==> config.mk <==
export PLATFORM = sky130hd
export DESIGN_NAME = pipelined_addsub
export DESIGN_NICKNAME = d
export VERILOG_FILES = /design/src/rtl/pipelined_addsub.sv
export SDC_FILE = /design/constraint.sdc
export NUM_CORES = 1
export LEC_CHECK = 0
export ABC_AREA = 1
export BUFFER_PORTS_ARGS = -buffer_cell sky130_fd_sc_hd__clkbuf_2
export CAP_MARGIN = 20
export CORE_ASPECT_RATIO = 0.75
export CORE_MARGIN = 4
export CORE_UTILIZATION = 63
export DETAILED_ROUTE_END_ITERATION = 8
export GPL_TIMING_DRIVEN = 1
export PLACE_DENSITY = 0.85
export SLEW_MARGIN = 20
export SYNTH_ARGS = -nofsm -noshare
export SYNTH_HDL_FRONTEND = slang
export SYNTH_SLANG_ARGS = --single-unit
==> constraint.sdc <==
create_clock -name clk -period 16.8 [get_ports clk]
set_input_delay 1.68 -clock clk [delete_from_list [all_inputs] [get_ports clk]]
set_output_delay 1.68 -clock clk [all_outputs]
set_load 0.02 [all_outputs]
==> src/rtl/pipelined_addsub.sv <==
// rtl/pipelined_addsub.sv - pipelined chunked adder/subtractor with valid/ready on both sides
// Each stage adds one CW-bit chunk and hands its carry to the next; flags are formed in the last stage.
module pipelined_addsub #(
  parameter int WIDTH  = 32,
  parameter int STAGES = 4
) (
  input  logic             clk,
  input  logic             rst,
  input  logic             in_valid,
  output logic             in_ready,
  input  logic [WIDTH-1:0] a,
  input  logic [WIDTH-1:0] b,
  input  logic             sub,
  output logic             out_valid,
  input  logic             out_ready,
  output logic [WIDTH-1:0] out,
  output logic             carryOut,
  output logic             overflow,
  output logic             zero
);

  localparam int CW   = WIDTH / STAGES;
  localparam int LAST = STAGES - 1;

  logic [WIDTH-1:0] r_a   [STAGES];
  logic [WIDTH-1:0] r_b   [STAGES];
  logic [WIDTH-1:0] r_res [STAGES];
  logic             r_cy  [STAGES];
  logic             r_vld [STAGES];
  logic             r_ovf;
  logic             r_zero;

  logic [WIDTH-1:0] w_a_in   [STAGES];
  logic [WIDTH-1:0] w_b_in   [STAGES];
  logic [WIDTH-1:0] w_res_in [STAGES];
  logic [WIDTH-1:0] w_res_nx [STAGES];
  logic             w_c_in   [STAGES];
  logic             w_v_in   [STAGES];
  logic [CW:0]      w_sum    [STAGES];
  logic             w_advance;
  logic             w_ovf;
  logic             w_unused_skew;

  // The whole pipe moves together, so a stalled output freezes bubbles too.
  assign w_advance = ~r_vld[LAST] | out_ready;
  assign in_ready  = w_advance;

  for (genvar k = 0; k < STAGES; k++) begin : g_stage
    localparam logic [WIDTH-1:0] CHUNK_MASK = WIDTH'({CW{1'b1}}) << (k * CW);

    if (k == 0) begin : g_src
      assign w_a_in[k]   = a;
      assign w_b_in[k]   = sub ? ~b : b;
      assign w_c_in[k]   = sub;
      assign w_v_in[k]   = in_valid;
      assign w_res_in[k] = '0;
    end else begin : g_src
      assign w_a_in[k]   = r_a[k-1];
      assign w_b_in[k]   = r_b[k-1];
      assign w_c_in[k]   = r_cy[k-1];
      assign w_v_in[k]   = r_vld[k-1];
      assign w_res_in[k] = r_res[k-1];
    end

    assign w_sum[k] = {1'b0, w_a_in[k][k*CW +: CW]}
                    + {1'b0, w_b_in[k][k*CW +: CW]}
                    + {{CW{1'b0}}, w_c_in[k]};

    assign w_res_nx[k] = (w_res_in[k] & ~CHUNK_MASK)
                       | (WIDTH'(w_sum[k][CW-1:0]) << (k * CW));
  end

  // Sign bits of a and b_eff travel in the skew registers up to the last stage.
  assign w_ovf = (w_a_in[LAST][WIDTH-1] == w_b_in[LAST][WIDTH-1])
              && (w_res_nx[LAST][WIDTH-1] != w_a_in[LAST][WIDTH-1]);

  always_ff @(posedge clk or posedge rst) begin
    if (rst) begin
      for (int k = 0; k < STAGES; k++) begin
        r_a[k]   <= '0;
        r_b[k]   <= '0;
        r_res[k] <= '0;
        r_cy[k]  <= 1'b0;
        r_vld[k] <= 1'b0;
      end
      r_ovf  <= 1'b0;
      r_zero <= 1'b0;
    end else if (w_advance) begin
      for (int k = 0; k < STAGES; k++) begin
        r_a[k]   <= w_a_in[k];
        r_b[k]   <= w_b_in[k];
        r_res[k] <= w_res_nx[k];
        r_cy[k]  <= w_sum[k][CW];
        r_vld[k] <= w_v_in[k];
      end
      r_ovf  <= w_ovf;
      r_zero <= ~|w_res_nx[LAST];
    end
  end

  assign w_unused_skew = ^{r_a[LAST], r_b[LAST]};

  assign out_valid = r_vld[LAST];
  assign out       = r_res[LAST];
  assign carryOut  = r_cy[LAST];
  assign overflow  = r_ovf;
  assign zero      = r_zero;

endmodule
==> impl_metrics.yaml <==
outcome:
  status: "complete, no violations"
timing:
  drv_slew: 0
  rsz0062_at_grt: "false"
  fmax_ghz: 0.2409
  finalHoldViolCount: 0
  fin_crit_sh_pct: 24.71
  clock-skew-final_ns: 0.008448
  max_slew_margin_pct: 32.02
  finalSetupViolCount: 0
  tightest_slew_ns: 1.020
  min_period_ns: 4.151
  setup_tns_ns: 0
global_route:
  grt_pass1_wl_um: 30220
  antenna_found_initial: 0
  first_global_vias: 6154
  grt_max_degree: 120
  overflow: 0
  grt_usage_pct: 24.54
power:
  peakVddDrop_uv: 144.8
  power_mw: 1.921
  cellPowerDensity_nw_per_um2: 197.3
  p_leak_nw: 5.078
setup_path:
  crit_required_ns: 15.12
  crit_path_start_kind: "input port"
  crit_family: "buffers and inverters"
  path_buf_inv: 3
  crit_arrival_ns: 2.47
  worst-path-max-fanout: 46
  crit_top_cell: "clkbuf_2"
  worstSetupEndpointType: "primary output"
  crit_slowest_cell: "nand2_4"
  regToRegSetupSlack_ns: 14.05
  cpPeakStageDelay_ns: 0.36
  r2r_cells: 6
  r2r_end: "r_res[74]"
  crit_type: "in -> out"
  reg2reg_from: "out_valid"
  path_cells: "clkbuf_2 > inv_1 > nand2_4 > clkbuf_2"
die:
  die_h_um: 110.2
  fp.dieArea_um2: 15910
  initial_utilization_pct: 64.07
  io_pins: 106
  die_w_um: 144.3
  coreArea_um2: 13700
  num_rows: 37
cells_and_area:
  drive_above_1_share_pct: 14.11
  num_antenna_cells: 0
  fill_cells: 1054
  utilization_pct: 71.05
  register_area_um2: 4654
  num-nets-final: 1168
  multi_input_area_um2: 3392
  layout_commonest_cell: "nand2_1"
  mostFrequentLayoutCells: "nand2_1 (380), dfrtp_1 (186), o21ai_0 (119)"
  synthToLayoutAreaGrowth_pct: 10.89
synth:
  synthesis.nets: 1117
  ys_ff_latch: 186
  yosys_warnings: 0
  syn_area_per_cell_um2: 8.667
  synth_cells: 1013
  synth.yosys.seq_area_share_pct: 53.01
  yosys.cell_types.count: 32
  synth_area_um2: 8780
detailed_routing:
  drc: 0
  avgViaCountPerCell: 5.263
  routed_wl_um: 18350
  routed-via-count: 6589
  drtIter0Drc: 641
  post_drt_wl_per_cell_um: 14.66
  ant_nets: 0
  drtPass1Iterations: 5
clock_network:
  clock_sinks: 186
  numCtsBuffers: 17
  cts_max_path_buffers: 2
  clkTransAtPathRegs_ns: 0.06
  cts-resized-gates: 0
  hold_buffers: 0
  post_cts_buffers: 0
  cts_tree: "built"
  clk_latency_ns: 0.43
  htree_levels: 4
  cts_root_buffer: "clkbuf_16"
worst_hold_path:
  holdPathStages: 2
  min_from: "r_vld[1]"
  worstHoldEndpoint: "out_valid"
  hold_class: "reg -> reg"
place:
  dp_hpwl_um: 12080
  io_buffers: 105
  globalplace.congestion: 0.8665
flow_run:
  drv_cap: 0
## registers in the layout, indices dropped and copies added, names as in the netlist
name	flops
overflow	1
out	32
r_b	48
out_valid	1
r_vld	3
carryOut	1
r_a	48
zero	1
r_cy	3
r_res	48
## report_power, final
group,internal [mW],switching [mW]
Sequential,0.647,0.120
Clock,0.249,0.167
Combinational,0.258,0.479
## cell type report
type,count,area share (%)
flip-flops and latches,186,47.81
multi-input cells,675,34.84
repair buffers,108,5.668
clock buffers,21,4.935
inverters,76,3.033
well taps,175,2.249
clock inverters,11,1.465
## cell families after synthesis
| group | count (synthesis) | share of synthesized area, % |
|---|---|---|
| AO/OA/AOI/OAI | 149 | 8.893 |
| XOR/XNOR | 39 | 3.891 |
| adder cells (fa/ha/maj) | 35 | 5.586 |
| AND/OR/NAND/NOR | 452 | 20.21 |
| buffers and inverters | 152 | 8.408 |
| flip-flops | 186 | 53.01 |
## layer usage
metal	GRT usage (%)	vias up	wire length, µm	share of wire (%)
li1	-	3262	-	-
met1	37.42	3137	9208	50
met2	35.89	172	7912	43
met3	5.476	18	1060	5.8
met4	6.591	0	170	0.93
met5	0	-	0	0
## cell usage after synthesis
library cell	count	share of area, %
nand2_1	380	16
dfrtp_1	186	53
o21ai_0	119	6.8
inv_1	74	3.2
buf_4	34	2.9
xnor2_1	31	3.1
buf_2	29	1.7
nor2_1	29	1.2
ha_1	28	4.0
nand3_1	23	1.3
a21oi_1	15	0.86
clkbuf_1	12	0.51
nand4_1	10	0.71
xor2_1	8	0.80
fa_1	7	1.6
a31oi_1	3	0.21
nand2_2	3	0.21
a22oi_1	2	0.17
a31o_2	2	0.20
inv_2	2	0.086
nor3_1	2	0.11
o21ai_1	2	0.11
or2_1	2	0.14
or2_2	2	0.14
a21o_1	1	0.086
a21oi_2	1	0.10
clkbuf_4	1	0.086
nand3b_1	1	0.086
o2111ai_1	1	0.10
o211ai_1	1	0.086
o21ai_2	1	0.10
o21bai_1	1	0.086
## how the worst max path moves through the flow
stage / cells after the start / end / slack [ns] / start
CTS: 4 / in_ready / 12.66 / out_ready
global route: 4 / in_ready / 12.59 / out_ready
floorplan: 1 / carryOut / 10.06 / rst
global placement: 4 / in_ready / 12.65 / out_ready
detailed placement: 4 / in_ready / 12.66 / out_ready
finish: 4 / in_ready / 12.65 / out_ready
## worst register-to-register path: stages, from the launching register on
cell,delay [ns]
dfrtp_1,0.40
nand2_4,0.29
inv_6,0.62
buf_4,0.88
a21oi_1,0.19
o21ai_0,0.13
o21ai_0,0.11
## metrics by stage
stage                     cells  instance area [µm²]  hold slack, ns  setup WS (ns)
after floorplan            1013                 8780          0.4198          10.06
after global placement     1220                 9109          0.4282          12.65
after detailed placement   1220                 9109          0.4430          12.66
after CTS                  1252                 9732          0.4682          12.66
after global routing       1252                 9736          0.4980          12.59
final                      1252                 9736          0.4604          12.65
Power figures use the tool's default switching activity.
